**src/rtl/fir_poly_sample_interleaver.sv**
```systemverilog
// Buffers decimated 2-channel FIR output pairs in a FIFO and streams them out
// as interleaved A,B words over a valid/ready handshake with sticky overflow.
module fir_poly_sample_interleaver #(
  parameter int OUTPUT_WIDTH = 14,
  parameter int DEPTH        = 16,
  parameter int DEPTH_LOG2   = 4
) (
  input  logic                           clk,
  input  logic                           rst,
  input  logic                           clk_2mhz_pos_en,
  input  logic                           din_valid,
  input  logic signed [OUTPUT_WIDTH-1:0] din_a,
  input  logic signed [OUTPUT_WIDTH-1:0] din_b,
  output logic signed [OUTPUT_WIDTH-1:0] dout,
  output logic                           dout_chan,
  output logic                           dout_valid,
  input  logic                           dout_ready,
  output logic [DEPTH_LOG2:0]            fill,
  output logic                           overflow,
  input  logic                           overflow_clr
);

  typedef enum logic [1:0] {
    IDLE   = 2'd0,
    CHAN_A = 2'd1,
    CHAN_B = 2'd2
  } state_t;

  localparam logic [DEPTH_LOG2:0] FULL = (DEPTH_LOG2 + 1)'(DEPTH);

  state_t                        state;
  state_t                        state_next;
  logic [2*OUTPUT_WIDTH-1:0]     mem [DEPTH];
  logic [2*OUTPUT_WIDTH-1:0]     head;
  logic [DEPTH_LOG2-1:0]         wr_ptr;
  logic [DEPTH_LOG2-1:0]         rd_ptr;
  logic [DEPTH_LOG2:0]           fill_next;
  logic                          push_req;
  logic                          push_acc;
  logic                          pop;

  assign push_req = din_valid & clk_2mhz_pos_en;
  assign pop      = (state == CHAN_B) & dout_ready;
  // A full FIFO can still take a pair when the head leaves on the same edge.
  assign push_acc = push_req & ((fill != FULL) | pop);
  assign head     = mem[rd_ptr];

  // Occupancy after this edge.
  always_comb begin
    fill_next = fill;
    case ({push_acc, pop})
      2'b10:   fill_next = fill + (DEPTH_LOG2 + 1)'(1);
      2'b01:   fill_next = fill - (DEPTH_LOG2 + 1)'(1);
      default: fill_next = fill;
    endcase
  end

  // Pair storage; contents need no reset.
  always_ff @(posedge clk) begin
    if (push_acc) begin
      mem[wr_ptr] <= {din_a, din_b};
    end
  end

  // Pointers, occupancy and sticky overflow.
  always_ff @(posedge clk or posedge rst) begin
    if (rst) begin
      wr_ptr   <= '0;
      rd_ptr   <= '0;
      fill     <= '0;
      overflow <= 1'b0;
    end else begin
      if (push_acc) begin
        wr_ptr <= wr_ptr + DEPTH_LOG2'(1);
      end
      if (pop) begin
        rd_ptr <= rd_ptr + DEPTH_LOG2'(1);
      end
      fill <= fill_next;
      if (push_req && !push_acc) begin
        overflow <= 1'b1;
      end else if (overflow_clr) begin
        overflow <= 1'b0;
      end
    end
  end

  // Output FSM state register.
  always_ff @(posedge clk or posedge rst) begin
    if (rst) begin
      state <= IDLE;
    end else begin
      state <= state_next;
    end
  end

  // Output FSM next state.
  always_comb begin
    state_next = state;
    case (state)
      IDLE: begin
        if (fill != '0) begin
          state_next = CHAN_A;
        end else begin
          state_next = IDLE;
        end
      end
      CHAN_A: begin
        if (dout_ready) begin
          state_next = CHAN_B;
        end else begin
          state_next = CHAN_A;
        end
      end
      CHAN_B: begin
        if (!dout_ready) begin
          state_next = CHAN_B;
        end else if (fill_next != '0) begin
          state_next = CHAN_A;
        end else begin
          state_next = IDLE;
        end
      end
      default: state_next = IDLE;
    endcase
  end

  // Output decode; words are zero whenever nothing is offered.
  always_comb begin
    dout       = '0;
    dout_chan  = 1'b0;
    dout_valid = 1'b0;
    case (state)
      CHAN_A: begin
        dout       = head[2*OUTPUT_WIDTH-1:OUTPUT_WIDTH];
        dout_chan  = 1'b0;
        dout_valid = 1'b1;
      end
      CHAN_B: begin
        dout       = head[OUTPUT_WIDTH-1:0];
        dout_chan  = 1'b1;
        dout_valid = 1'b1;
      end
      default: begin
        dout       = '0;
        dout_chan  = 1'b0;
        dout_valid = 1'b0;
      end
    endcase
  end

endmodule

```
**config.mk**
```make
export PLATFORM = sky130hd
export DESIGN_NAME = fir_poly_sample_interleaver
export DESIGN_NICKNAME = d
export VERILOG_FILES = /design/src/rtl/fir_poly_sample_interleaver.sv
export SDC_FILE = /design/constraint.sdc
export NUM_CORES = 1
export LEC_CHECK = 0
export ABC_CLOCK_PERIOD_IN_PS = 5900
export CORE_MARGIN = 1.5
export CORE_UTILIZATION = 35
export CTS_CLUSTER_SIZE = 14
export DETAILED_ROUTE_END_ITERATION = 7
export RECOVER_POWER = 100
export SLEW_MARGIN = 15
export SYNTH_ARGS = -nofsm -noshare
export SYNTH_HDL_FRONTEND = slang
export SYNTH_SLANG_ARGS = --single-unit
```
**constraint.sdc**
```tcl
create_clock -name clk -period 5.9 [get_ports clk]
set_input_delay 1.18 -clock clk [delete_from_list [all_inputs] [get_ports clk]]
set_output_delay 1.18 -clock clk [all_outputs]
set_load 0.05 [all_outputs]
```
**Yosys cells after proc, flatten, opt, wreduce, memory -nomap -nowiden**

Memories as Yosys holds them, arrays and structs flattened.
Cells that the tools add are included.

- Flip-flop bits (word level): 16
- RAM bits: 448
- Bits of input ports: 34
- Output and inout bits: 22
- Word-level logic and storage cells: 39
- Memories: 1

- $add $sub $neg: 4
- Equality and inequality tests: 5
- Muxes and demuxes: 13
- Bitwise logic cells: 4
- Reductions and logical operators: 7

Memories:

| name | depth | bits a word | read ports | clocked after memory_dff | wr ports | RTL line | source |
|---|---|---|---|---|---|---|---|
| mem | 16 | 28 | 1 | 0 | 1 | 33 | `logic [2*OUTPUT_WIDTH-1:0] mem [DEPTH];` |

Operators with widths:

| kind | number |
|---|---|
| case mux 14 bit (2 select lines) | 1 |
| case mux 5 bit (2 select lines) | 1 |
| nonzero test 5 bit | 2 |
| adder 4 x 1 -> 4 bit (second input constant) | 2 |
| two-way mux 1 bit | 8 |
| case mux 2 bit (3 select lines) | 1 |
| adder 5 x 1 -> 5 bit (second input constant) | 1 |
| != test 5 bit (second input constant) | 1 |
| subtractor 5 x 1 -> 5 bit (second input constant) | 1 |
| equality test 2 x 1 -> 1 bit (second input constant) | 2 |
| equality test 2 bit (second input constant) | 2 |
| two-way mux 2 bit | 2 |
| AND 1 bit | 3 |
| logical NOT 2 bit | 1 |
| nonzero test 2 bit | 1 |
| OR reduction 2 bit | 1 |
| logical AND 1 bit | 1 |
| logical NOT 1 bit | 1 |
| OR 1 bit | 1 |

**Depth between registers and ports, before layout**

Gate-level depths: netlist of the first run.

- Depth after elaboration: 10
- Depth in mapped cells: 9
- Mapped depth without buffers: 9

**Least setup slack after synthesis of the first run**

No wires, ideal clock.

- Path kind: input port to flip-flop
- From: input dout_ready
- To: memory mem[3][0] (netlist name), enable pin
- Library setup time: 0.448 ns
- Data arrival time: 3.833 ns
- Required time: 5.452 ns
- Setup slack: 1.619 ns
- Stages on the path: 4
- Path buffers: 0
- Cells stage by stage: nand2_1 > a31oi_2 > nand2_1 > nor3_1

- Longest elaborated chain between the ends: 5

Ends and longest elaborated chain:

| item | RTL line | source |
|---|---|---|
| start, declared | 17 | `input logic dout_ready,` |
| AND 1 bit | 43 | `assign pop = (state == CHAN_B) & dout_ready;` |
| OR 1 bit | 45 | `assign push_acc = push_req & ((fill != FULL) \| pop);` |
| AND 1 bit | 45 |  |
| two-way mux 1 bit | 60 | `if (push_acc) begin` |
| two-way mux 1 bit (not written as such) | 61 | `mem[wr_ptr] <= {din_a, din_b};` |
| end, declared | 33 |  |

Every way passes these cells.

**Worst setup path in the final report of the first run**

- From: input dout_ready
- To: memory mem[8][21] (netlist name), enable pin

Same word-level chain as after synthesis.

==> results.cfg, run 1 <==
[run_status]
result_of_the_run = complete, but fails checks
violations = max-capacitance violations, max-slew violations

[final_layout]
multiInputGateArea_sq_um = 4010
finalCoreUtilization_pct = 40.9
final-seq-area_sq_um = 13900
synthesis_to_layout_area_growth_pct = 15.6
fin_nets = 950
n_fill_cell = 4466
layout_cell_share_with_drive_strength_beyond_1_pct = 21.4
finalNonFillerCells = 1619

[place]
place.gp.congestion = 0.714
placement.io_buffers = 55
place.detailed.hpwl_mm = 22.3
dp.cells = 1535

[power_and_ir_drop]
worst_ir_drop_vdd_mv = 0.196
seqPwrFrac_pct = 44.0
p_int_w = 0.00653
power.combinational.fraction_pct = 26.1
cellPowerDensity_nw_per_um2 = 443
clock_power_share_pct = 30.0
sw_power_w = 0.00274
switching_share_pct = 29.6
p_leak_nw = 6.51

[clocking]
clk-insertion-delay-late_ps = 560
post_cts_resized = 0
cts.root.buffer_cell = sky130_fd_sc_hd__clkbuf_16
cts_hold_repair.buffers = 0
cts_inserted_buffers = 46
postCtsSetupBuffers = 0
htree_levels = 2
cts_tree = yes
clkSlewWorstSetupHoldPaths_ps = 60
cts-root-to-sink-buffers = 3
cts_num_sinks = 464

[synthesis]
netlist-cell-type-count = 43
sequential_fraction_of_the_synthesis_area_pct = 76.5
synth_top_cells_by_count = sky130_fd_sc_hd__edfxtp_1 (448), sky130_fd_sc_hd__mux4_2 (112), sky130_fd_sc_hd__mux2i_1 (56)
synth.yosys.warnings = 0
synth.largest_area_cell = sky130_fd_sc_hd__edfxtp_1
synth.avg_cell_area_sq_um = 22.5
synthesis.instances = 805
synth-async-reset-ratio_pct = 3.45
synth_enable_flop_cells = 448
dominantRegCellSynth = sky130_fd_sc_hd__edfxtp_1
syn_area_sq_um = 18100
synth_most_common_cell = sky130_fd_sc_hd__edfxtp_1
netlist.area_leader.share_pct = 74.3
synth.top_cells.by_area = sky130_fd_sc_hd__edfxtp_1 (74%), sky130_fd_sc_hd__mux4_2 (14%), sky130_fd_sc_hd__mux2i_1 (3.1%), sky130_fd_sc_hd__dfrtp_1 (2.2%), sky130_fd_sc_hd__ha_1 (0.83%)
synthesis.nets = 852
ys_seq_elements = 464

[drt]
route.detailed.wl_per_inst_um = 24.3
wirelength_mm = 39.3
starting_drc_count_in_detailed_routing = 829
drc = 0
vias_per_cell = 5.25
drt_pass1_iterations = 5
detailroute.wirelength.met2_mm = 19.4
maxUsedRoutingLayer = met5
ant_nets = 0
vias = 8501
wl_met1_mm = 17.3
met3RoutedLength_mm = 1.76

[global_routing]
initial_antenna_violation_count = 5
gr-total-overflow = 0
wire_length_of_the_first_global_routing_pass_mm = 58.3
first_global_vias = 8784
maximum_number_of_pins_on_one_net_before_global_route_repair = 45
grt.total_usage_pct = 15.1

[floorplanning]
starting_utilization_of_the_core_area_pct = 35.4
chipHeight_um = 230
die_w_um = 230
core_region_area_sq_um = 51200
floorplan.die_area_sq_um = 53100
floorplan.rows = 83
design.portCount = 56

[min_path]
min-delay-path-class = reg -> reg

[timing]
clock.fmax_mhz = 191
maxSlewViolCount = 268
worst-slew-pin-transition_ps = 2540
relSlewSlack_pct = -69.1
finalSetupViolCount = 0
layout_min_cycle_time_ps = 5240
setup_repair_after_global_routing_missed_its_margin = no
final.setup_skew_ps = 13.9
final-hold-violation-count = 0
period_utilization_post_route_pct = 88.8
totalNegativeSetupSlack_ps = 0

[setup_path]
setup.worst_path.start_class = input port
arrival_ps = 5360
timing.critical_path.fanout_max = 23
critPathKind = in -> reg
cp_data_required_time_ps = 6030
setup.worst_path.end_class = flop

[run]
maxcap_viol_count = 15
==> layer usage <==
| metal | global-route usage, % | up-vias |
|---|---|---|
| li1 | - | 3617 |
| met4 | 4.37 | 2 |
| met1 | 21.0 | 4594 |
| met3 | 2.22 | 60 |
| met2 | 24.8 | 228 |
| met5 | 0 | - |
==> layout make-up <==
class / count / area share, %
inverters: 8 / 0.143
clock buffers: 52 / 5.71
well taps: 680 / 4.06
repair buffers: 89 / 3.66
multi-input cells: 294 / 19.1
clock inverters: 31 / 1.06
flip-flops and latches: 464 / 66.2
diodes: 1 / 0.0120
==> registers in the layout, indices dropped and copies added (netlist names) <==
name	cells
fill	5
mem	448
overflow	1
rd_ptr	4
state	2
wr_ptr	4
==> final timing paths <==
check	start	to	slack, ps	depth (start not counted)
worst min-delay path	overflow	overflow	520	2
worst max register to register	state[0]	mem[8][21]	1150	7
worst max-delay path	dout_ready	mem[8][21]	660	6
max in group asynchronous	rst	rd_ptr[0]	4200	2
worst min register to register	overflow	overflow	520	2
min in group asynchronous	rst	fill[2]	1200	2
==> power by group through the flow <==
stage | Clock, W | Sequential (W) | Combinational, W
2_1_floorplan | 0 | 0.00401 | 0.00193
3_3_place_gp | 0 | 0.00415 | 0.00252
3_5_place_dp | 0 | 0.00416 | 0.00253
4_1_cts | 0.00284 | 0.00409 | 0.00254
5_1_grt | 0.00295 | 0.00412 | 0.00259
6_report | 0.00278 | 0.00408 | 0.00242
==> cells by family (layout without fill, tap and decap cells) <==
kind of cell	after synthesis	in the layout	synth area share [%]
DFF	464	464	76.5
xor gates and xnor gates	9	9	0.435
other	0	1	0
buffers and inverters	47	180	1.38
and+or+nand+nor	55	55	1.47
muxes	169	169	17.1
AOI/OAI and AO/OA	48	48	2.18
adders and majority gates	13	13	0.940
==> placed cells by master, fill, tap and decap left out, types with 2 or more instances in the layout <==
master / instances
sky130_fd_sc_hd__dfrtp_1: 12
sky130_fd_sc_hd__mux2i_1: 56
sky130_fd_sc_hd__o21ai_0: 5
sky130_fd_sc_hd__clkbuf_16: 47
sky130_fd_sc_hd__buf_12: 2
sky130_fd_sc_hd__nand3b_1: 2
sky130_fd_sc_hd__clkbuf_2: 6
sky130_fd_sc_hd__nand4_1: 2
sky130_fd_sc_hd__a311oi_1: 2
sky130_fd_sc_hd__ha_1: 12
sky130_fd_sc_hd__mux4_2: 112
sky130_fd_sc_hd__clkbuf_1: 18
sky130_fd_sc_hd__a21o_1: 3
sky130_fd_sc_hd__nand2_1: 19
sky130_fd_sc_hd__o22a_1: 14
sky130_fd_sc_hd__clkinvlp_4: 2
sky130_fd_sc_hd__dfrtp_4: 2
sky130_fd_sc_hd__edfxtp_1: 448
sky130_fd_sc_hd__nor2_1: 13
sky130_fd_sc_hd__xnor2_1: 9
sky130_fd_sc_hd__inv_1: 8
sky130_fd_sc_hd__nand3_1: 3
sky130_fd_sc_hd__clkinv_1: 18
sky130_fd_sc_hd__clkdlybuf4s50_1: 5
sky130_fd_sc_hd__clkinv_2: 6
sky130_fd_sc_hd__o221ai_1: 13
sky130_fd_sc_hd__nand2b_1: 2
sky130_fd_sc_hd__bufinv_16: 3
sky130_fd_sc_hd__nor3_1: 5
sky130_fd_sc_hd__a21oi_1: 3
sky130_fd_sc_hd__dlygate4sd3_1: 50
sky130_fd_sc_hd__dfrtp_2: 2
sky130_fd_sc_hd__buf_4: 13
==> worst max-delay path: stages <==
cell	delay, ps
sky130_fd_sc_hd__dlygate4sd3_1	640
sky130_fd_sc_hd__nand2_1	220
sky130_fd_sc_hd__a31oi_1	690
sky130_fd_sc_hd__nand2_1	330
sky130_fd_sc_hd__nor2_1	680
sky130_fd_sc_hd__clkbuf_1	1590
==> through the flow <==
stage	hold WS [ps]	worst slack, ps	power (W)	cell area, sq um
detailed placement	520	1360	0.00669	19700
global placement	516	1340	0.00667	19700
CTS	530	766	0.00946	21100
floorplan	543	1620	0.00594	18100
finish	524	662	0.00927	20900
global route	564	358	0.00966	20900
(Power assumes the default switching activity.)
==> run 2, diff against run 1 <==
--- a/config.mk
+++ b/config.mk
@@ -7,3 +7,3 @@
 export LEC_CHECK = 0
-export ABC_CLOCK_PERIOD_IN_PS = 5900
+export ABC_CLOCK_PERIOD_IN_PS = 5750
 export CORE_MARGIN = 1.5
==> constraint.sdc (replaced) <==
create_clock -name clk -period 5.75 [get_ports clk]
set_input_delay 0.575 -clock clk [delete_from_list [all_inputs] [get_ports clk]]
set_output_delay 0.575 -clock clk [all_outputs]
set_load 0.05 [all_outputs]
==> run 2 against run 1 <==
Net effect:
- the flow still finishes with violations (max-capacitance violations, max-slew violations)
- non-clock buffer count is 8 lower
- register-to-register slack worse by 80 ps
- via count is 2.6% lower
==> results.cfg, run 2 (synthesized netlist as in run 1, its figures left out) <==
[run_status]
result_of_the_run = complete, but fails checks
violations = max-capacitance violations, max-slew violations

[clocking]
cts-root-to-sink-buffers = 3
clk-insertion-delay-late_ps = 550
postCtsSetupBuffers = 0
cts_num_sinks = 464
htree_levels = 2
cts_hold_repair.buffers = 0
post_cts_resized = 0
cts.root.buffer_cell = sky130_fd_sc_hd__clkbuf_16
clkSlewWorstSetupHoldPaths_ps = 60
cts_inserted_buffers = 45
cts_tree = yes

[run]
maxcap_viol_count = 9

[place]
dp_slack_ps = 1760
place.detailed.hpwl_mm = 22.7
place.gp.congestion = 0.714
placement.io_buffers = 55

[setup_path]
timing.critical_path.cells = clkbuf_2 -> mux4_2 -> mux2i_1 -> o22a_1 -> o221ai_1 -> dlygate4sd3_1
cp_data_required_time_ps = 5180
setup.worst_path.start_class = flop
worst-r2r-cell-count = 7
cpPeakStageDelay_ps = 870
setup.worst_path.end_class = primary output
regToRegStartpoint = state[0]
critical_path_buf_inv_count = 2
critical_path.top_delay_family = buffers and inverters
timing.critical_path.fanout_max = 31
reg2reg_setup_slack_ps = 1070
crit_path_top_delay_cell = sky130_fd_sc_hd__clkbuf_2
rr_endpoint = mem[9][7]
arrival_ps = 4250
critPathKind = reg -> out

[floorplanning]
chipHeight_um = 230
core_region_area_sq_um = 51200
floorplan.rows = 83
floorplan.die_area_sq_um = 53100
design.portCount = 56
starting_utilization_of_the_core_area_pct = 35.4
die_w_um = 230

[timing]
final.setup_skew_ps = 17.1
relSlewSlack_pct = -73.7
setup_repair_after_global_routing_missed_its_margin = no
final_critical_path_setup_slack_ps = 926
layout_min_cycle_time_ps = 4820
clock.fmax_mhz = 207
maxSlewViolCount = 162
final-hold-violation-count = 0
totalNegativeSetupSlack_ps = 0
finalSetupViolCount = 0
worst-slew-pin-transition_ps = 2600
period_utilization_post_route_pct = 83.9

[final_layout]
layout_cell_share_with_drive_strength_beyond_1_pct = 21.2
n_fill_cell = 4470
largest_register_ff_count = 448
fin_nets = 941
layout_common_cells = sky130_fd_sc_hd__edfxtp_1 (448), sky130_fd_sc_hd__mux4_2 (112), sky130_fd_sc_hd__mux2i_1 (56), sky130_fd_sc_hd__dlygate4sd3_1 (49), sky130_fd_sc_hd__clkbuf_16 (47)
biggestRegsByFlops = mem: 448 flops, fill: 5 flops
layout_commonest_cell = sky130_fd_sc_hd__edfxtp_1
max_flop_register = mem
synthesis_to_layout_area_growth_pct = 15.3

[drt]
route.detailed.wl_per_inst_um = 24.5
drt_pass1_iterations = 5
ant_nets = 0
starting_drc_count_in_detailed_routing = 656
drc = 0
vias = 8277
wirelength_mm = 39.5
vias_per_cell = 5.15

[min_path]
whs_path_depth = 2
worst_hold_startpoint = overflow
hold_end = overflow
min-delay-path-class = reg -> reg

[power_and_ir_drop]
cellPowerDensity_nw_per_um2 = 452
p_leak_nw = 6.47
worst_ir_drop_vdd_mv = 0.298

[global_routing]
initial_antenna_violation_count = 5
first_global_vias = 8752
wire_length_of_the_first_global_routing_pass_mm = 58.5
maximum_number_of_pins_on_one_net_before_global_route_repair = 58
grt.total_usage_pct = 15.1
gr-total-overflow = 0
==> run 2: power breakdown <==
group	internal (W)	switching, W
combinational	0.00114	0.00133
sequential	0.00393	0.000262
clock	0.00159	0.00119
==> run 2: area by class of cell <==
cell class	instances	area (sq um)	area share, %
Clock buffer	64	1280	6.13
Timing Repair Buffer	81	737	3.53
Sequential cell	464	13900	66.4
Antenna cell	2	5.00	0.0240
Multi-Input combinational cell	294	4020	19.3
Tap cell	680	851	4.07
Inverter	8	30.0	0.144
Clock inverter	15	92.6	0.443
==> run 2: worst max path at each step <==
stage,depth (start not counted),start,to
CTS,3,rd_ptr[2],dout[8]
global placement,3,rd_ptr[2],dout[8]
finish,6,rd_ptr[0],dout[9]
detailed placement,3,rd_ptr[2],dout[8]
floorplan,6,state[0],mem[3][0]
global route,7,state[0],mem[13][9]
==> run 2: per-layer routing <==
layer	track usage (%)	vias up	share of wire, %
met1	21.0	4440	45
met2	24.8	199	49
met3	2.45	54	4.1
li1	-	3582	-
met5	0	-	0.030
met4	4.21	2	2.2
==> run 2: through the flow <==
step                instances  hold slack (ps)  util (%)  instance area [sq um]  power, W
finish                   1608              520      40.8                  20900   0.00944
CTS                      1606              533      41.0                  21000   0.00963
floorplan                 805              489         -                  18100   0.00609
global route             1607              550      40.8                  20900   0.00984
detailed placement       1527              523      38.4                  19600   0.00686
global placement         1527              515      38.4                  19600   0.00684
==> run 2: worst reg2reg max path, stage by stage, from the launching register on <==
cell and delay (ps):
sky130_fd_sc_hd__dfrtp_1 390, sky130_fd_sc_hd__inv_1 80, sky130_fd_sc_hd__ha_1 290, sky130_fd_sc_hd__nand2_1 210
sky130_fd_sc_hd__a31oi_1 630, sky130_fd_sc_hd__nand2_1 250, sky130_fd_sc_hd__nor2_1 1820, sky130_fd_sc_hd__clkbuf_2 660
==> run 3, diff against run 2 <==
ABC_CLOCK_PERIOD_IN_PS = 4200   (was 5750)
clock period = 4.2 ns   (was 5.75 ns; I/O delays follow)
==> run 3 against run 2 <==
Net effect:
- the run still ends with max-capacitance violations, max-slew violations left
- first-iteration DRC count rose by 25%
- worst setup slack worse by 670 ps
- sequential power is 34% higher
- critical path type is now reg -> reg
- critical endpoint is now mem[5][1]
- highest routed layer unchanged
==> results.cfg, run 3 (synthesized netlist as in run 1, its figures left out) <==
[run_status]
result_of_the_run = complete, but fails checks
violations = max-capacitance violations, max-slew violations

[timing]
totalNegativeSetupSlack_ps = 0
layout_min_cycle_time_ps = 3950
final-hold-violation-count = 0
clock.fmax_mhz = 253
period_utilization_post_route_pct = 94.0
finalSetupViolCount = 0
final.setup_skew_ps = 12.9
worst-slew-pin-transition_ps = 1540
setup_repair_after_global_routing_missed_its_margin = no
maxSlewViolCount = 11
relSlewSlack_pct = -3.03

[global_routing]
gr-total-overflow = 0
initial_antenna_violation_count = 6
grt.total_usage_pct = 15.5
wire_length_of_the_first_global_routing_pass_mm = 59.0
maximum_number_of_pins_on_one_net_before_global_route_repair = 43
first_global_vias = 8708

[clocking]
clkSlewWorstSetupHoldPaths_ps = 60
cts_num_sinks = 464
cts_inserted_buffers = 48
cts_hold_repair.buffers = 0
cts_tree = yes
postCtsSetupBuffers = 0
cts-root-to-sink-buffers = 3
post_cts_resized = 0
clk-insertion-delay-late_ps = 570
cts.root.buffer_cell = sky130_fd_sc_hd__clkbuf_16
htree_levels = 2

[drt]
vias = 8337
wirelength_mm = 40.1
vias_per_cell = 5.16
route.detailed.wl_per_inst_um = 24.8
drt_pass1_iterations = 4
starting_drc_count_in_detailed_routing = 822
drc = 0
ant_nets = 0

[final_layout]
layout_commonest_cell = sky130_fd_sc_hd__edfxtp_1
layout_common_cells = sky130_fd_sc_hd__edfxtp_1 (448), sky130_fd_sc_hd__mux4_2 (112), sky130_fd_sc_hd__mux2i_1 (56), sky130_fd_sc_hd__clkbuf_16 (49), sky130_fd_sc_hd__dlygate4sd3_1 (49)
largest_register_ff_count = 448
final-seq-area_sq_um = 13900
n_fill_cell = 4432
synthesis_to_layout_area_growth_pct = 16.4
biggestRegsByFlops = mem: 448 flops, fill: 5 flops
max_flop_register = mem
finalNonFillerCells = 1616
layout_cell_share_with_drive_strength_beyond_1_pct = 22.5
fin_nets = 950
multiInputGateArea_sq_um = 4050

[floorplanning]
core_region_area_sq_um = 51200
starting_utilization_of_the_core_area_pct = 35.4
design.portCount = 56
die_w_um = 230
floorplan.rows = 83
chipHeight_um = 230
floorplan.die_area_sq_um = 53100

[setup_path]
setup.worst_path.start_class = flop
critPathKind = reg -> reg
timing.critical_path.fanout_max = 18
cpPeakStageDelay_ps = 810
timing.critical_path.cells = inv_1 -> ha_1 -> nand2_1 -> a31oi_1 -> nand2_1 -> nor2_2 -> buf_2
crit_path_top_delay_cell = sky130_fd_sc_hd__nor2_2
arrival_ps = 4140
cpMostUsedCell = sky130_fd_sc_hd__nand2_1
setup.worst_path.end_class = flop
cp_data_required_time_ps = 4390

[power_and_ir_drop]
seqPwrFrac_pct = 42.5
worst_ir_drop_vdd_mv = 0.278
switching_share_pct = 29.6
power.combinational.fraction_pct = 27.5
clock_power_share_pct = 30.0
sw_power_w = 0.00391
p_leak_nw = 6.55
cellPowerDensity_nw_per_um2 = 627
p_int_w = 0.00931

[min_path]
min-delay-path-class = in -> async

[place]
dp.cells = 1533
placement.io_buffers = 55
place.detailed.hpwl_mm = 22.0
place.gp.congestion = 0.748

[run]
maxcap_viol_count = 1
run 3: changes by cell type in the layout (fill, tap and decap cells not counted), sizes merged:
cell | previous run | this run
buf | 12 | 15
bufinv | 1 | 3
clkbuf | 78 | 83
clkinv | 13 | 11
clkinvlp | 0 | 2
diode | 2 | 1
inv | 9 | 8
run 3: power by group through the flow:
stage	clock (W)	combinational [W]	sequential (W)
after floorplan	0	0.00272	0.00563
final	0.00396	0.00363	0.00562
after CTS	0.00405	0.00381	0.00565
after global routing	0.00421	0.00390	0.00566
after global placement	0	0.00379	0.00574
after detailed placement	0	0.00380	0.00575
run 3: layout make-up:
class	instances	share of cell area, %
flip-flops and latches	464	65.8
clock buffers	66	6.12
clock inverters	16	0.706
repair buffers	87	4.02
well taps	680	4.04
inverters	8	0.142
diodes	1	0.0119
multi-input cells	294	19.2
run 3: final timing paths:
kind / endpoint / slack [ps] / from / depth (start not counted)
setup / recovery: mem[5][1] / 250 / state[0] / 7
max in group asynchronous: rd_ptr[0] / 3330 / rst / 2
hold / removal: fill[1] / 380 / rst / 2
min in group clk: overflow / 420 / overflow_clr / 2
hold reg to reg: overflow / 530 / overflow / 2
setup reg to reg: mem[5][1] / 250 / state[0] / 7
run 3: critical path: cells and delay by family, from the launching register on:
family	cells	cell delay (ps)
buffers and inverters	2	810
adder cells (fa/ha/maj)	1	270
AND/OR/NAND/NOR	3	1410
AO/OA/AOI/OAI	1	680
flip-flops	1	400
run 3: metrics by stage:
| step | total power (W) | hold slack, ps | util, % | cell area (sq um) | setup slack (ps) |
|---|---|---|---|---|---|
| 2_1_floorplan | 0.00835 | 334 | - | 18100 | 695 |
| 3_3_place_gp | 0.00953 | 519 | 38.7 | 19800 | 770 |
| 3_5_place_dp | 0.00954 | 527 | 38.7 | 19800 | 807 |
| 4_1_cts | 0.0135 | 263 | 41.5 | 21300 | 178 |
| 5_1_grt | 0.0138 | 424 | 41.2 | 21100 | 50.7 |
| 6_report | 0.0132 | 375 | 41.2 | 21100 | 253 |
run 3: per-layer routing:
metal  track usage [%]  vias up  part of all wire, %
met5                 0        -                0.030
met4              5.04        2                  2.5
met3              2.68       79                  5.6
met2              25.4      226                   49
met1              20.9     4420                   43
li1                  -     3610                    -
